### config.mk
export PLATFORM = sky130hd
export DESIGN_NAME = inlet_pump_sequencer_flat
export DESIGN_NICKNAME = d
export VERILOG_FILES = /design/src/rtl/mfda_pump_pkg.sv /design/src/rtl/inlet_pump_sequencer_if.sv /design/src/rtl/inlet_pump_sequencer_phase_gen.sv /design/src/rtl/inlet_pump_sequencer.sv /design/src/flat_wrapper.sv
export SDC_FILE = /design/constraint.sdc
export NUM_CORES = 1
export LEC_CHECK = 0
export BUFFER_PORTS_ARGS = -buffer_cell sky130_fd_sc_hd__clkbuf_2
export CORE_ASPECT_RATIO = 1.5
export CORE_MARGIN = 2
export CORE_UTILIZATION = 40
export DETAILED_ROUTE_END_ITERATION = 8
export GPL_TIMING_DRIVEN = 0
export HOLD_SLACK_MARGIN = 0.05
export MAX_ROUTING_LAYER = met4
export PLACE_DENSITY = 0.57
export SLEW_MARGIN = 20
export SYNTH_ARGS = -nofsm -noshare
export SYNTH_HDL_FRONTEND = slang
export SYNTH_SLANG_ARGS = --single-unit
### constraint.sdc
create_clock -name clk -period 3.2 [get_ports clk]
set_input_delay 0.48 -clock clk [delete_from_list [all_inputs] [get_ports clk]]
set_output_delay 0.48 -clock clk [all_outputs]
set_load 0.01 [all_outputs]
### src/rtl/mfda_pump_pkg.sv
// Shared types and constants for the inlet peristaltic pump sequencer.
// Valve words are {upstream, middle, downstream}; a 1 bit means that valve is closed.
package mfda_pump_pkg;

  typedef enum logic [2:0] {
    ST_IDLE,
    ST_PRIME,
    ST_PUMP,
    ST_TRANSIT,
    ST_REPORT
  } state_e;

  localparam logic [2:0] VALVES_CLOSED = 3'b111;
  localparam int         PHASES        = 6;

  // Entry 0 is P0; forward strokes walk upward, reverse strokes walk downward.
  localparam logic [PHASES-1:0][2:0] PHASE_PATTERN = {
    3'b101, 3'b001, 3'b011, 3'b010, 3'b110, 3'b100
  };

  function automatic logic [2:0] phase_valves(input logic [2:0] step, input logic dir);
    logic [2:0] idx;
    idx = dir ? (3'(PHASES - 1) - step) : step;
    return PHASE_PATTERN[idx];
  endfunction

  function automatic int timer_width(input int a, input int b, input int c);
    int m;
    m = a;
    if (b > m) m = b;
    if (c > m) m = c;
    return $clog2(m) + 1;
  endfunction

endpackage

### src/rtl/inlet_pump_sequencer_if.sv
// Host-side request and completion handshakes of the inlet pump sequencer.
// The host is the master; the sequencer is the slave.
interface inlet_pump_sequencer_if #(
  parameter int STROKE_W = 16
);
  logic                req_valid;
  logic                req_ready;
  logic [STROKE_W-1:0] req_strokes;
  logic                req_dir;
  logic                done_valid;
  logic                done_ready;
  logic [STROKE_W-1:0] done_strokes;
  logic                done_aborted;

  modport master (
    output req_valid, req_strokes, req_dir, done_ready,
    input  req_ready, done_valid, done_strokes, done_aborted
  );

  modport slave (
    input  req_valid, req_strokes, req_dir, done_ready,
    output req_ready, done_valid, done_strokes, done_aborted
  );
endinterface

### src/rtl/inlet_pump_sequencer_phase_gen.sv
// Six-phase valve pattern generator: holds each phase STEP_CYCLES cycles and
// flags the last cycle of every phase and of every stroke.
module pump_phase_gen
  import mfda_pump_pkg::*;
#(
  parameter int STEP_CYCLES = 1000,
  parameter int TIMER_W     = $clog2(STEP_CYCLES) + 1
) (
  input  logic       clk,
  input  logic       rst_n,
  input  logic       enable_i,
  input  logic       dir_i,
  output logic [2:0] valve_ctl_o,
  output logic       phase_end_o,
  output logic       stroke_end_o
);

  logic [TIMER_W-1:0] timer_q, timer_d;
  logic [2:0]         step_q, step_d, step_nxt;
  logic [2:0]         valve_q, valve_d;
  logic               active_q, active_d;

  // enable_i reflects the state of the next cycle, so valve_q lines up with PUMP exactly.
  assign phase_end_o  = active_q && (timer_q == TIMER_W'(STEP_CYCLES - 1));
  assign stroke_end_o = phase_end_o && (step_q == 3'(PHASES - 1));
  assign step_nxt     = (step_q == 3'(PHASES - 1)) ? 3'd0 : step_q + 3'd1;
  assign valve_ctl_o  = valve_q;

  always_comb begin
    timer_d  = timer_q;
    step_d   = step_q;
    valve_d  = valve_q;
    active_d = active_q;
    if (!enable_i) begin
      active_d = 1'b0;
      timer_d  = '0;
      step_d   = '0;
      valve_d  = VALVES_CLOSED;
    end else if (!active_q) begin
      active_d = 1'b1;
      timer_d  = '0;
      step_d   = '0;
      valve_d  = phase_valves(3'd0, dir_i);
    end else if (phase_end_o) begin
      timer_d = '0;
      step_d  = step_nxt;
      valve_d = phase_valves(step_nxt, dir_i);
    end else begin
      timer_d = timer_q + TIMER_W'(1);
    end
  end

  always_ff @(posedge clk or negedge rst_n) begin
    if (!rst_n) begin
      timer_q  <= '0;
      step_q   <= '0;
      valve_q  <= VALVES_CLOSED;
      active_q <= 1'b0;
    end else begin
      timer_q  <= timer_d;
      step_q   <= step_d;
      valve_q  <= valve_d;
      active_q <= active_d;
    end
  end

endmodule

### src/rtl/inlet_pump_sequencer.sv
// Inlet pump sequencer: accepts a stroke request, primes the inlet, pumps,
// waits for the last slug to transit the channel chain, then reports.
module inlet_pump_sequencer
  import mfda_pump_pkg::*;
#(
  parameter int STEP_CYCLES    = 1000,
  parameter int SETTLE_CYCLES  = 200,
  parameter int TRANSIT_CYCLES = 50000,
  parameter int STROKE_W       = 16
) (
  input  logic                         clk,
  input  logic                         rst_n,
  inlet_pump_sequencer_if.slave        bus,
  input  logic                         abort_i,
  output logic [2:0]                   valve_ctl_o,
  output logic                         inlet_open_o,
  output logic                         busy_o,
  output logic                         stroke_pulse_o
);

  localparam int TIMER_W = timer_width(STEP_CYCLES, SETTLE_CYCLES, TRANSIT_CYCLES);
  localparam logic [STROKE_W-1:0] COUNT_MAX = {STROKE_W{1'b1}};

  state_e              state_q, state_d;
  logic [TIMER_W-1:0]  timer_q, timer_d;
  logic [STROKE_W-1:0] target_q, target_d;
  logic [STROKE_W-1:0] count_q, count_d, count_inc;
  logic                dir_q, dir_d;
  logic                abort_pend_q, abort_pend_d;
  logic                req_ready_q, req_ready_d;
  logic                busy_q, busy_d;
  logic                inlet_open_q, inlet_open_d;
  logic                stroke_pulse_q, stroke_pulse_d;
  logic                done_valid_q, done_valid_d;
  logic [STROKE_W-1:0] done_strokes_q, done_strokes_d;
  logic                done_aborted_q, done_aborted_d;
  logic                finish, finish_aborted;
  logic                pump_en, phase_end, stroke_end;

  assign pump_en = (state_d == ST_PUMP);

  pump_phase_gen #(
    .STEP_CYCLES (STEP_CYCLES),
    .TIMER_W     (TIMER_W)
  ) u_phase_gen (
    .clk          (clk),
    .rst_n        (rst_n),
    .enable_i     (pump_en),
    .dir_i        (dir_q),
    .valve_ctl_o  (valve_ctl_o),
    .phase_end_o  (phase_end),
    .stroke_end_o (stroke_end)
  );

  assign count_inc = (count_q == COUNT_MAX) ? count_q : count_q + STROKE_W'(1);

  always_comb begin
    state_d        = state_q;
    timer_d        = timer_q + TIMER_W'(1);
    target_d       = target_q;
    count_d        = count_q;
    dir_d          = dir_q;
    abort_pend_d   = abort_pend_q;
    req_ready_d    = req_ready_q;
    busy_d         = busy_q;
    inlet_open_d   = inlet_open_q;
    stroke_pulse_d = 1'b0;
    done_valid_d   = done_valid_q;
    done_strokes_d = done_strokes_q;
    done_aborted_d = done_aborted_q;
    finish         = 1'b0;
    finish_aborted = 1'b0;

    case (state_q)
      ST_IDLE: begin
        if (bus.req_valid && req_ready_q) begin
          target_d     = bus.req_strokes;
          dir_d        = bus.req_dir;
          count_d      = '0;
          abort_pend_d = 1'b0;
          busy_d       = 1'b1;
          req_ready_d  = 1'b0;
          if (bus.req_strokes == '0) begin
            finish = 1'b1;
          end else begin
            state_d      = ST_PRIME;
            inlet_open_d = 1'b1;
          end
        end
      end
      ST_PRIME: begin
        if (abort_i) begin
          finish         = 1'b1;
          finish_aborted = 1'b1;
        end else if (timer_q == TIMER_W'(SETTLE_CYCLES - 1)) begin
          state_d = ST_PUMP;
        end
      end
      ST_PUMP: begin
        // An abort only takes effect once the phase in flight has finished.
        if (phase_end) begin
          abort_pend_d = 1'b0;
          if (stroke_end) begin
            count_d        = count_inc;
            stroke_pulse_d = 1'b1;
          end
          if (abort_i || abort_pend_q) begin
            finish         = 1'b1;
            finish_aborted = 1'b1;
          end else if (stroke_end && (count_inc == target_q)) begin
            state_d      = ST_TRANSIT;
            inlet_open_d = 1'b0;
          end
        end else if (abort_i) begin
          abort_pend_d = 1'b1;
        end
      end
      ST_TRANSIT: begin
        if (abort_i) begin
          finish         = 1'b1;
          finish_aborted = 1'b1;
        end else if (timer_q == TIMER_W'(TRANSIT_CYCLES - 1)) begin
          finish = 1'b1;
        end
      end
      ST_REPORT: begin
        if (bus.done_ready) begin
          state_d      = ST_IDLE;
          done_valid_d = 1'b0;
          busy_d       = 1'b0;
          req_ready_d  = 1'b1;
        end
      end
      default: state_d = ST_IDLE;
    endcase

    if (finish) begin
      state_d        = ST_REPORT;
      inlet_open_d   = 1'b0;
      done_valid_d   = 1'b1;
      done_strokes_d = count_d;
      done_aborted_d = finish_aborted;
    end

    if (state_d != state_q) timer_d = '0;
  end

  always_ff @(posedge clk or negedge rst_n) begin
    if (!rst_n) begin
      state_q        <= ST_IDLE;
      timer_q        <= '0;
      target_q       <= '0;
      count_q        <= '0;
      dir_q          <= 1'b0;
      abort_pend_q   <= 1'b0;
      req_ready_q    <= 1'b1;
      busy_q         <= 1'b0;
      inlet_open_q   <= 1'b0;
      stroke_pulse_q <= 1'b0;
      done_valid_q   <= 1'b0;
      done_strokes_q <= '0;
      done_aborted_q <= 1'b0;
    end else begin
      state_q        <= state_d;
      timer_q        <= timer_d;
      target_q       <= target_d;
      count_q        <= count_d;
      dir_q          <= dir_d;
      abort_pend_q   <= abort_pend_d;
      req_ready_q    <= req_ready_d;
      busy_q         <= busy_d;
      inlet_open_q   <= inlet_open_d;
      stroke_pulse_q <= stroke_pulse_d;
      done_valid_q   <= done_valid_d;
      done_strokes_q <= done_strokes_d;
      done_aborted_q <= done_aborted_d;
    end
  end

  assign bus.req_ready    = req_ready_q;
  assign bus.done_valid   = done_valid_q;
  assign bus.done_strokes = done_strokes_q;
  assign bus.done_aborted = done_aborted_q;
  assign inlet_open_o     = inlet_open_q;
  assign busy_o           = busy_q;
  assign stroke_pulse_o   = stroke_pulse_q;

endmodule
### src/flat_wrapper.sv
// flat-port wrapper written by rule: the top's interface ports become plain ports
module inlet_pump_sequencer_flat import mfda_pump_pkg::*;
#(
  parameter int STEP_CYCLES    = 1000,
  parameter int SETTLE_CYCLES  = 200,
  parameter int TRANSIT_CYCLES = 50000,
  parameter int STROKE_W       = 16
)
  (clk, rst_n, abort_i, valve_ctl_o, inlet_open_o, busy_o, stroke_pulse_o, bus_req_valid, bus_req_strokes, bus_req_dir, bus_done_ready, bus_req_ready, bus_done_valid, bus_done_strokes, bus_done_aborted);
  inlet_pump_sequencer_if #(.STROKE_W(STROKE_W)) bus_i ();
  input  logic clk;
  input  logic rst_n;
  input  logic abort_i;
  output logic [2:0] valve_ctl_o;
  output logic inlet_open_o;
  output logic busy_o;
  output logic stroke_pulse_o;
  input wire logic [$bits(bus_i.req_valid)-1:0] bus_req_valid;
  input wire logic [$bits(bus_i.req_strokes)-1:0] bus_req_strokes;
  input wire logic [$bits(bus_i.req_dir)-1:0] bus_req_dir;
  input wire logic [$bits(bus_i.done_ready)-1:0] bus_done_ready;
  output wire logic [$bits(bus_i.req_ready)-1:0] bus_req_ready;
  output wire logic [$bits(bus_i.done_valid)-1:0] bus_done_valid;
  output wire logic [$bits(bus_i.done_strokes)-1:0] bus_done_strokes;
  output wire logic [$bits(bus_i.done_aborted)-1:0] bus_done_aborted;
  assign bus_i.req_valid = bus_req_valid;
  assign bus_i.req_strokes = bus_req_strokes;
  assign bus_i.req_dir = bus_req_dir;
  assign bus_i.done_ready = bus_done_ready;
  assign bus_req_ready = bus_i.req_ready;
  assign bus_done_valid = bus_i.done_valid;
  assign bus_done_strokes = bus_i.done_strokes;
  assign bus_done_aborted = bus_i.done_aborted;
  inlet_pump_sequencer #(.STEP_CYCLES(STEP_CYCLES), .SETTLE_CYCLES(SETTLE_CYCLES), .TRANSIT_CYCLES(TRANSIT_CYCLES), .STROKE_W(STROKE_W)) u_core (.clk(clk), .rst_n(rst_n), .bus(bus_i), .abort_i(abort_i), .valve_ctl_o(valve_ctl_o), .inlet_open_o(inlet_open_o), .busy_o(busy_o), .stroke_pulse_o(stroke_pulse_o));
endmodule
==> results.md, run 1 <==
* Leakage at 2.805 nW
* Critical R2R Capture: u_core.state_q[0]$_DFF_PN0_
* Least-Margin Pin Slew at 0.6398 ns
* Top layer in use: met4
* Finished Layout Cells at 809
* Clock Tree Buf Depth at 2
* Synth warn at 0
* Status: finished, final reports clean
* Arr. time, crit path at 3.34 ns
* Initial Util at 40.47%
* Placed insts at 784
* Critical path launch point type: flop
* Max cap viols at 0
* Setup crit end: u_core.state_q[0]$_DFF_PN0_
* I/O pins at 47
* DR vias at 4446
* Power, Total at 4.490 mW
* Initial antenna violation count at 0
* 1st-pass router iterations at 5
* FFs w/ async S/R, synth at 100.0%
* Seq pwr share at 43.3%
* Final number of max-transition violations at 0
* HPWL after DPL at 10440 um
* GRT overflow at 0
* Clock Latency Late Sink at 0.35 ns
* Total GRT Usage at 21.12%
* # rows at 52
* Clock Root Buffer: clkbuf_16
* Area occupied by multi-input gates at 2894 sq um
* Via density at 5.496
* CTS tree: done
* Post-route clock period utilization at 95.54%
* Slew margin rel. at 57.35%
* Nets at 667
* Avg Cell Area, Syn at 9.387 sq um
* Layout area overhead at 19.40%
* Crit path kind: reg -> reg
* Cell area after synthesis at 5398 sq um
* Worst EP required at 3.48 ns
* DR iter-0 viols at 171
* #FFs+latches synth at 100
* Storage element area at 2514 sq um
* Final hold violations at 0
* Maximum clock frequency at 327.1 MHz
* Synth cell types at 63
* Critical Path End Type: flop
* Gpl congestion at 0.9332
* # DRC at 0
* Setup Skew at 0.01510 ns
* Pwr dens at 696.7 nW/um^2
* H-tree Lvls at 3
* Wire length on met1 at 5821 um
* Diode count at 0
* Fin crit period at 3.057 ns
* Worst vdd ir at 0.3140 mV
* Hold Crit Class: in -> async
* Post-synth net total at 600
* Worst Reg2Reg Path Length in Cells at 13
* Final wirelength at 14450 um
* Met2 wire length at 7809 um
* Cell Int Power at 2.865 mW
* Setup ws final at 0.1428 ns
* Layout cells sized above 1 at 21.79%
* Post-synth EDFFs at 0
* CTS clock-pin slew for the worst setup and hold paths at 0.07 ns
* Final setup vio count at 0
* Crit-path max FO at 10
* Clock Power Share at 24.3%
* First-pass GRT wire length at 23460 um
* Die area at 14460 sq um
* Die Height at 146.3 um
* Routed Antenna Nets at 0
* Largest net degree at the start of global routing at 52
* CP startpoint: u_core.count_q[1]$_DFF_PN0_
* Most common flop cell mapped by yosys: dfrtp_1
* Layout fillers at 1275
* Setup WS pre-CTS at -0.4288 ns
* Net switching power at 1.625 mW
* Post-synthesis cell count at 575
* WL/cell at 17.86 um
* Total CTS buffers at 9
* Clock sink count at 100
* Number of global-route vias before repair at 4462
* Core area at 13340 sq um
* Die Span X at 98.85 um
* Sequential share of the synthesized area at 46.45%
* Combinational Power Share at 32.3%
* Switching Fraction at 36.19%
* Port buffer count at 46
* Worst hold margin at 0.07010 ns
* Routed wl met3 at 375 um
* Critical R2R Launch: u_core.count_q[1]$_DFF_PN0_
* Worst R2R Setup Slack at 0.14 ns
## sequential cells by signal (all words and copies together), names as in the netlist, 3 cells and up
name	cells
u_core.timer_q	17
u_core.count_q	16
u_core.u_phase_gen.timer_q	17
u_core.target_q	16
u_core.bus.done_strokes	16
u_core.state_q	3
u_core.u_phase_gen.step_q	3
u_core.u_phase_gen.valve_ctl_o	3
## cell families after synthesis
group | synth area share [%]
XOR/XNOR | 9.087
adder cells (fa/ha/maj) | 0.6955
flip-flops | 46.45
multiplexers | 4.103
AND/OR/NAND/NOR | 27.31
AO/OA/AOI/OAI | 9.341
buffers and inverters | 3.013
## timing repair
action | CTS | global route
hold buffers | 0 | 0
cloned | 0 | 1
hold endpoints to repair | 0 | 0
pin swaps | 4 | 8
setup endpoints to repair | 51 | 65
resized for setup | 13 | 34
setup buffers | 7 | 6
## power groups by stage
| stage | Combinational (mW) | Sequential, mW | Clock [mW] |
|---|---|---|---|
| 6_report | 1.45 | 1.95 | 1.09 |
| 5_1_grt | 1.62 | 2.00 | 1.17 |
| 4_1_cts | 1.42 | 1.91 | 1.12 |
| 3_5_place_dp | 1.39 | 1.93 | 0 |
| 3_3_place_gp | 1.36 | 1.93 | 0 |
| 2_1_floorplan | 0.940 | 1.91 | 0 |
## layout by cell type (no fill, tap or decap), types with 6 or more instances in the layout
master      n
o21ai_0    17
nor4_1     10
nand4_1    16
clkbuf_4    6
nand2_1    83
buf_4      14
clkbuf_2   46
xor2_1     25
nor3_1     17
mux2_2     17
a21oi_1    15
nor2_1     62
nand3_1    33
clkbuf_1   13
inv_1       9
and3_1     17
xnor2_1    31
dfrtp_1    91
clkbuf_16   9
## worst max-delay path, cell delays in order, from the launching register on
cell       delay, ns
dfrtp_1         0.42
ha_1            0.16
clkbuf_4        0.20
and3_1          0.19
nand4_1         0.23
buf_4           0.22
nand4_1         0.10
nand4_1         0.17
nor4_4          0.36
o2111ai_4       0.19
buf_4           0.19
nor3_2          0.19
buf_4           0.23
o31a_1          0.13
## worst min-delay path by stage
stage,start,to
final,rst_n,u_core.bus.done_strokes[12]$_DFFE_PN0P_
after global routing,rst_n,u_core.bus.done_strokes[12]$_DFFE_PN0P_
after CTS,rst_n,u_core.bus.done_strokes[12]$_DFFE_PN0P_
after detailed placement,u_core.timer_q[0]$_DFF_PN0_,u_core.timer_q[0]$_DFF_PN0_
after global placement,u_core.timer_q[0]$_DFF_PN0_,u_core.timer_q[0]$_DFF_PN0_
after floorplan,rst_n,u_core.abort_pend_q$_DFFE_PN0P_
## Yosys cell counts, types with 3 or more instances
cell type  count  share of area [%]
dfrtp_1       96                 45
nand2_1       83                5.8
nor2_1        64                4.5
nand3_1       35                3.2
xnor2_1       31                5.0
xor2_1        25                4.1
nor3_1        19                1.8
and3_1        17                2.0
clkbuf_1      17                1.2
mux2_2        17                3.5
o21ai_0       17                1.6
nand4_1       16                1.9
a21oi_1       15                1.4
nor4_1        12                1.4
buf_2         10               0.93
inv_1          9               0.63
and2_1         5               0.58
a311oi_1       4               0.65
a31oi_1        4               0.46
and4_1         4               0.65
dfstp_2        4                1.9
nor2b_1        4               0.46
o31ai_1        4               0.56
or4_1          4               0.56
ha_1           3               0.70
mux2i_1        3               0.56
nor3b_1        3               0.42
o211ai_1       3               0.42
or3_1          3               0.35
## layer usage
| layer | GRT usage [%] | up-vias |
|---|---|---|
| met5 | - | - |
| met3 | 2.968 | 27 |
| met1 | 23.98 | 2163 |
| met4 | 8.014 | 0 |
| met2 | 37.26 | 80 |
| li1 | - | 2176 |
## through the flow
step | util (%) | TNS [ns] | cell area (sq um)
2_1_floorplan | - | 0 | 5398
3_3_place_gp | 43.71 | -14.76 | 5831
3_5_place_dp | 44.02 | -11.94 | 5872
4_1_cts | 47.22 | 0 | 6299
5_1_grt | 48.32 | -0.05780 | 6445
6_report | 48.32 | 0 | 6445
## area by class of cell
cell class              count  share of cell area (%)
inverters                   9                  0.5242
flip-flops and latches    100                   39.00
clock inverters             4                  0.8154
clock buffers              12                   3.669
multi-input cells         437                   44.90
well taps                 162                   3.145
plain buffers              24                   2.116
repair buffers             61                   5.824
No activity file was read; power rests on OpenSTA's default activity.
==> run 2: changes to the inputs <==
Settings changed: GPL_TIMING_DRIVEN 0 to not set, SYNTH_HIERARCHICAL set to 1.
==> run 2 against run 1 <==
Compared with the run above: largest power group is now combinational logic; global-route usage grew 2.2 points; core utilization increased by 4.4 points; hold slack better by 0.037 ns; the run now ends with setup timing left; fmax shrank 17%; combinational power rose by 64%; register-to-register slack lost 0.64 ns; synthesized cell count increased by 19%; cell count up 23%; sequential share of layout area shrank 6.1 points; critical path depth unchanged.
==> results.md, run 2 <==
* Status: complete, but fails checks
* Failing checks: setup timing
* Sequential share of the synthesized area at 42.67% (-3.8 points)
* Number of global-route vias before repair at 5540 (+24%)
* Maximum clock frequency at 270.4 MHz (-17%)
* Gpl congestion at 0.9586 (+2.7%)
* Met1 usage at 25.13% (+1.2 points)
* Via density at 5.590 (+1.7%)
* First-pass GRT wire length at 27760 um (+18%)
* Largest area contributor in the netlist: dfrtp_1
* Final setup vio count at 52 (+52)
* Post-synthesis cell count at 684 (+19%)
* Setup TNS at -17.69 ns (-17.69 ns)
* Worst Reg2Reg Path Length in Cells at 13 (unchanged)
* Critical path, cell by cell: or4_4 -> or4_4 -> or2_4 -> inv_4 -> nor4bb_4 -> o2111ai_2 -> nor4b_2 -> o2111ai_1 -> or4_4 -> nor2_4 -> a21oi_4 -> o211ai_4 -> mux2_4
* Switching Fraction at 39.91% (+3.7 points)
* HPWL after DPL at 12650 um (+21%)
* Synth cell types at 69 (+9.5%)
* Diode count at 0 (unchanged)
* Largest delay share family, worst path: simple AND/OR/NAND/NOR gates
* Critical Path End Type: flop
* CTS tree: done
* Seq pwr share at 35.9% (-7.4 points)
* Worst vdd ir at 0.3461 mV (+10%)
* Final Cell Area at 7621 sq um (+18%)
* Cts hold-fix bufs at 0 (unchanged)
* Hold Crit Class: in -> async
* Net switching power at 2.186 mW (+35%)
* Worst R2R Setup Slack at -0.50 ns (-0.64 ns)
* DR vias at 5584 (+26%)
* Met2 usage at 40.38% (+3.1 points)
* Least-Margin Pin Slew at 0.9430 ns (+0.3032 ns)
* Clock Power Share at 20.6% (-3.7 points)
* Final Core Density at 52.71% (+4.4 points)
* Cell with the most instances after synthesis: nand2_1
* RSZ-0062 raised after global routing: yes
* Port buffer count at 46 (unchanged)
* Die Span X at 103.0 um (+4.2%)
* #FFs+latches synth at 100 (unchanged)
* Buf/Inv on CP at 1 (-3)
* Synth warn at 6 (+6)
* Max cap viols at 0 (unchanged)
* Largest net degree at the start of global routing at 57 (+9.6%)
* Nets at 823 (+23%)
* M3 GR Usage at 3.899% (+0.93 points)
* Total GRT Usage at 23.34% (+2.2 points)
* Setup ws final at -0.4981 ns (-0.6409 ns)
* Placed cell areas at 6929 sq um (+18%)
* Slowest-stage cell, CP: or4_4
* # rows at 54 (+3.8%)
* Combinational Power Share at 43.5% (+11 points)
* GR peak layer: met2
* H-tree Lvls at 3 (unchanged)
* Largest cells by area after synthesis: dfrtp_1 41%, nand2_1 8.2%, nor2_1 3.6%, xnor2_1 3.4%, o211ai_1 2.8%
* Clock Root Buffer: clkbuf_16
* Clock sink count at 100 (unchanged)
* Fin crit period at 3.698 ns (+0.6409 ns)
* Clock Latency Late Sink at 0.36 ns (about the same)
* Most frequent cells in the layout: 120 x nand2_1, 96 x dfrtp_1, 95 x buf_4, 45 x clkbuf_2, 41 x nor2_1
* Regs by FF count: u_core/timer_q: 17 flops, u_core/u_phase_gen/timer_q: 17 flops
* Core area at 14460 sq um (+8.4%)
* Total CTS buffers at 9 (unchanged)
* Slew margin rel. at 36.90% (-20 points)
* Leakage at 3.348 nW (+19%)
* Layout fillers at 1372 (+7.6%)
* Final hold violations at 0 (unchanged)
* Avg Cell Area, Syn at 8.592 sq um (-8.5%)
* I/O pins at 47 (unchanged)
* DR iter-0 viols at 369 (+120%)
* Worst EP required at 3.49 ns (about the same)
* Layout area overhead at 29.68%
* FFs w/ async S/R, synth at 100.0% (unchanged)
* Cell area after synthesis at 5877 sq um (+8.9%)
* Arr. time, crit path at 3.99 ns (+0.65 ns)
* GRT overflow at 0 (unchanged)
* Setup Skew at 0.007081 ns (-0.008022 ns)
* Final wirelength at 17240 um (+19%)
* Pwr dens at 718.9 nW/um^2 (+3.2%)
* Crit path largest cell delay at 0.52 ns (+0.10 ns)
* Area share of the largest cell type after synthesis at 40.88% (-3.6 points)
* Layout cells sized above 1 at 31.01% (+9.2 points)
* Most common flop cell mapped by yosys: dfrtp_1
* WL/cell at 17.26 um (-3.3%)
* # DRC at 0 (unchanged)
* Post-synth net total at 709 (+18%)
* Commonest non-fill, non-tap cell in the layout: nand2_1
* Critical path launch point type: flop
* Post-synth top cells: 128 x nand2_1, 96 x dfrtp_1, 56 x nor2_1
* Cell Int Power at 3.292 mW (+15%)
* Crit-path max FO at 4 (-6)
* Initial antenna violation count at 0 (unchanged)
* Crit path kind: reg -> reg
* Die Height at 152.5 um (+4.2%)
* Clock Tree Buf Depth at 2 (unchanged)
* Critical R2R Capture: u_core/u_phase_gen/valve_ctl_o[0]$_DFFE_PN1P_
* Most used cell, CP: or4_4
* Routed Antenna Nets at 0 (unchanged)
* Critical R2R Launch: u_core/u_phase_gen/timer_q[10]$_DFF_PN0_
* Post-synth EDFFs at 0 (unchanged)
* Initial Util at 40.65% (+0.18 points)
* Final number of max-transition violations at 0 (unchanged)
* 1st-pass router iterations at 4 (-1)
* CTS clock-pin slew for the worst setup and hold paths at 0.07 ns (about the same)
* Post-route clock period utilization at 115.6% (+20 points)
* Die area at 15700 sq um (+8.6%)
## run 2: cell families (layout without fill, tap and decap cells)
family	Yosys count	in the layout	synth area share (%)
AND/OR/NAND/NOR	328	328	27.46
adder cells (fa/ha/maj)	3	3	0.6388
buffers and inverters	62	181	5.067
flip-flops	100	100	42.67
XOR/XNOR	42	42	6.515
multiplexers	11	11	2.129
AO/OA/AOI/OAI	138	138	15.52
## run 2: layer usage
metal  up-vias  share of wire, %
li1       2682                 -
met1      2757                39
met2       100                54
met3        45               2.2
met4         0               5.0
met5         -                 0
## run 2: how the worst max path moves through the flow
stage,cells past startpoint,from,endpoint
after floorplan,15,u_core/u_phase_gen/timer_q[12]$_DFF_PN0_,u_core/u_phase_gen/valve_ctl_o[0]$_DFFE_PN1P_
after global placement,14,u_core/u_phase_gen/timer_q[15]$_DFF_PN0_,u_core/u_phase_gen/timer_q[16]$_DFF_PN0_
after detailed placement,14,u_core/u_phase_gen/timer_q[15]$_DFF_PN0_,u_core/u_phase_gen/timer_q[13]$_DFF_PN0_
after CTS,13,u_core/u_phase_gen/timer_q[15]$_DFF_PN0_,u_core/u_phase_gen/valve_ctl_o[0]$_DFFE_PN1P_
after global routing,12,u_core/u_phase_gen/timer_q[10]$_DFF_PN0_,u_core/u_phase_gen/valve_ctl_o[0]$_DFFE_PN1P_
final,13,u_core/u_phase_gen/timer_q[10]$_DFF_PN0_,u_core/u_phase_gen/valve_ctl_o[0]$_DFFE_PN1P_
## run 2: worst reg2reg max path, cell delays in order, from the launching register on
cell       delay, ns
dfrtp_1         0.38
or4_4           0.52
or4_4           0.52
or2_4           0.27
inv_4           0.05
nor4bb_4        0.19
o2111ai_2       0.16
nor4b_2         0.25
o2111ai_1       0.14
or4_4           0.47
nor2_4          0.14
a21oi_4         0.08
o211ai_4        0.14
mux2_4          0.33
## run 2: per-stage QoR
stage | worst slack [ns] | hold slack, ns | cells | power [mW]
after floorplan | -0.6916 | 0.1844 | 684 | 3.427
after global placement | -0.4856 | 0.4521 | 976 | 4.110
after detailed placement | -0.6786 | 0.4544 | 976 | 4.187
after CTS | -0.4744 | 0.1317 | 995 | 5.369
after global routing | -0.6506 | 0.1554 | 999 | 5.894
final | -0.4981 | 0.1074 | 999 | 5.478
## run 2: area by class of cell
type                       count  area [sq um]  share of cell area [%]
multi-input combinational    522          3381                   44.36
sequential                   100          2507                   32.90
timing repair buffer         150          1126                   14.78
tap                          196         245.2                   3.218
clock buffer                  11         242.7                   3.185
clock inverter                 5         60.06                  0.7880
inverter                      15         58.81                  0.7716
## run 2: timing repair
item,4_1_cts,5_1_grt
hold endpoints to repair,0,0
gates cloned,0,2
setup endpoints to repair,57,69
pin swaps,4,7
setup buffers,3,3
resized for setup,21,68
## run 2: power by group through the flow
stage               clock (mW)  combinational (mW)  sequential, mW
floorplan                    0                1.50            1.93
global placement             0                2.14            1.97
detailed placement           0                2.21            1.98
CTS                       1.16                2.24            1.96
global route              1.23                2.64            2.03
finish                    1.13                2.38            1.97
==> run 3: changes to the inputs <==
Settings changed: ABC_AREA set to 1.
==> run 3 against run 2 <==
Compared with the run above: the run now ends clean; first-iteration DRC count shrank 34%; critical path type unchanged; synthesized area shrank 4.5%; clock power is essentially flat; combinational power shrank 53%; fmax grew 28%.
==> results.md, run 3 <==
* Slew margin rel. at 49.26% (+12 points)
* Arr. time, crit path at 3.13 ns (-0.86 ns)
* Clock Latency Late Sink at 0.34 ns (-0.02 ns)
* Post-synth EDFFs at 0 (unchanged)
* DR vias at 4988 (-11%)
* Layout fillers at 1412 (+2.9%)
* Post-synth top cells: 229 x nand2_1, 102 x inv_1, 99 x nor2_1
* Most common flop cell mapped by yosys: dfrtp_1
* Post-synthesis cell count at 773 (+13%)
* Status: finished, final reports clean
* Leakage at 3.248 nW (-3.0%)
* WL/cell at 14.34 um (-17%)
* Final Cell Area at 6377 sq um (-16%)
* #FFs+latches synth at 100 (unchanged)
* Post-synth net total at 798 (+13%)
* Pwr dens at 629.9 nW/um^2 (-12%)
* Post-route clock period utilization at 90.30% (-25 points)
* Clock sink count at 100 (unchanged)
* Area share of the largest cell type after synthesis at 42.80% (+1.9 points)
* Cell area after synthesis at 5613 sq um (-4.5%)
* Clock Tree Buf Depth at 2 (unchanged)
* Max cap viols at 0 (unchanged)
* Final number of max-transition violations at 0 (unchanged)
* Crit-path max FO at 23 (+19)
* Most frequent cells in the layout: 229 x nand2_1, 101 x inv_1, 98 x nor2_1, 96 x dfrtp_1, 53 x nand3_1
* GRT overflow at 0 (unchanged)
* Clock Root Buffer: clkbuf_16
* Core area at 13860 sq um (-4.1%)
* Layout area overhead at 13.62%
* Placed cell areas at 6045 sq um (-13%)
* # DRC at 0 (unchanged)
* Via density at 5.003 (-10%)
* Least-Margin Pin Slew at 0.7611 ns (-0.1819 ns)
* Final hold violations at 0 (unchanged)
* # rows at 53 (-1.9%)
* Setup WS pre-CTS at 0.09797 ns (+0.7766 ns)
* Cts hold-fix bufs at 0 (unchanged)
* Setup ws final at 0.3105 ns (+0.8086 ns)
* 1st-pass router iterations at 5 (+1)
* Avg Cell Area, Syn at 7.261 sq um (-15%)
* Fin crit period at 2.889 ns (-0.8086 ns)
* Worst EP required at 3.44 ns (-0.05 ns)
* Routed Antenna Nets at 0 (unchanged)
* Final setup vio count at 0 (-100%)
* Gpl congestion at 0.9898 (+3.3%)
* Port buffer count at 46 (unchanged)
* Initial Util at 40.50% (-0.15 points)
* Maximum clock frequency at 346.1 MHz (+28%)
* Crit path kind: reg -> reg
* CTS clock-pin slew for the worst setup and hold paths at 0.07 ns (about the same)
* Commonest non-fill, non-tap cell in the layout: nand2_1
* Storage element area at 2507 sq um (unchanged)
* Final wirelength at 14300 um (-17%)
* Nets at 852 (+3.5%)
* Total CTS buffers at 9 (unchanged)
* Critical Path End Type: flop
* Initial antenna violation count at 0 (unchanged)
* Synth cell types at 40 (-42%)
* DR iter-0 viols at 242 (-34%)
* First-pass GRT wire length at 23600 um (-15%)
* CTS tree: done
* Regs by FF count: u_core/timer_q: 17 flops, u_core/u_phase_gen/timer_q: 17 flops
* Critical path launch point type: flop
* Synth warn at 6 (unchanged)
* Setup Skew at 0.008457 ns (+0.001376 ns)
* Largest area contributor in the netlist: dfrtp_1
* Layout cells sized above 1 at 13.46% (-18 points)
* I/O pins at 47 (unchanged)
* Die Height at 149.1 um (-2.2%)
* Diode count at 0 (unchanged)
* Die area at 15020 sq um (-4.3%)
* Largest cells by area after synthesis: dfrtp_1 43%, nand2_1 15%, inv_1 6.8%, nor2_1 6.6%, nand3_1 4.7%
* FFs w/ async S/R, synth at 100.0% (unchanged)
* HPWL after DPL at 10940 um (-14%)
* Worst vdd ir at 0.3195 mV (-7.7%)
* Total GRT Usage at 20.74% (-2.6 points)
* Die Span X at 100.7 um (-2.2%)
* Number of global-route vias before repair at 4885 (-12%)
* Largest net degree at the start of global routing at 59 (+3.5%)
* Area occupied by multi-input gates at 2621 sq um (-22%)
* H-tree Lvls at 3 (unchanged)
* # Post-CTS Setup Buffers at 0 (-3)
* Sequential share of the synthesized area at 44.67% (+2.0 points)
* Setup TNS at 0 ns (+17.69 ns)
* Hold Crit Class: in -> async
* RSZ-0062 raised after global routing: no
* Cell with the most instances after synthesis: nand2_1
==> run 3: changes by cell type after synthesis, moves of 22 or more <==
| cell | before | now |
|---|---|---|
| o211ai_1 | 22 | 0 |
| inv_1 | 15 | 102 |
| nand2_1 | 128 | 229 |
| clkbuf_1 | 28 | 6 |
| nor2_1 | 56 | 99 |
| nand3_1 | 22 | 53 |
==> run 3: timing repair <==
item / 4_1_cts / 5_1_grt
endpoints found under the hold margin: 0 / 0
gates resized for setup: 0 / 4
endpoints found under the setup margin: 0 / 22
==> run 3: logic make-up after synthesis <==
| logic type | after synthesis | share of synthesized area, % |
|---|---|---|
| adders and majority gates | 3 | 0.6688 |
| buffers and inverters | 125 | 8.961 |
| and+or+nand+nor | 443 | 34.51 |
| DFF | 100 | 44.67 |
| AOI/OAI and AO/OA | 78 | 7.446 |
| xor gates and xnor gates | 24 | 3.745 |
==> run 3: area by class of cell <==
class                      count  share of cell area (%)
tap                          165                   3.237
multi-input combinational    549                   41.10
inverter                     110                   6.474
clock inverter                 3                  0.6867
timing repair buffer          57                   4.944
clock buffer                  13                   4.238
sequential                   100                   39.32
==> run 3: power by group <==
part | leakage, nW | total [mW] | switching [mW] | internal (mW)
registers | 1.33 | 1.75 | 0.205 | 1.54
logic | 1.76 | 1.12 | 0.709 | 0.412
clock network | 0.156 | 1.15 | 0.477 | 0.672
total | 3.25 | 4.02 | 1.39 | 2.63
==> run 3: critical path, stage by stage, from the launching register on <==
cell and delay [ns]:
dfrtp_1 0.39, ha_1 0.26, nand3_2 0.13, nor2_2 0.23
nand2_4 0.19, nand2_1 0.10, nand2_1 0.09, nand2_1 0.12
nand3_1 0.09, nor2_1 0.10, nand2_1 0.05, nor2_1 0.19
nand4_1 0.16, nand2_1 0.14, nor2_4 0.06, nand2_1 0.08
inv_2 0.07, nand2_4 0.14, and3b_1 0.19
==> run 3: metal layers <==
layer	global-route usage, %	wire length (um)	part of all wire, %	vias to the layer above
met5	-	0	0	-
met4	7.192	276	1.9	0
met3	2.952	446	3.1	19
met2	35.60	7380	52	108
met1	24.69	6192	43	2321
li1	-	-	-	2540
==> run 3: per-stage QoR <==
step           utilization [%]  power, mW  hold slack (ns)  std cells
2_1_floorplan                -      2.497           0.1844        773
3_3_place_gp             43.61      2.887           0.4496        980
5_1_grt                  46.01      4.312           0.2594        997
6_report                 46.01      4.017           0.1973        997
3_5_place_dp             43.61      2.904           0.4571        980
4_1_cts                  45.88      4.073           0.2287        996
==> run 3: final timing paths <==
kind                                             start  slack [ns]                                        to  depth (start not counted)
max                        u_core/count_q[1]$_DFF_PN0_        0.31  u_core/u_phase_gen/timer_q[16]$_DFF_PN0_                         18
min                                              rst_n        0.20    u_core/bus.done_strokes[5]$_DFFE_PN0P_                          1
max reg2reg                u_core/count_q[1]$_DFF_PN0_        0.31  u_core/u_phase_gen/timer_q[16]$_DFF_PN0_                         18
min reg2reg                u_core/timer_q[0]$_DFF_PN0_        0.46               u_core/timer_q[0]$_DFF_PN0_                          1
max in group asynchronous                        rst_n        2.20           u_core/target_q[15]$_DFFE_PN0P_                          2
min in group clk                           bus_req_dir        0.34                  u_core/dir_q$_DFFE_PN0P_                          3
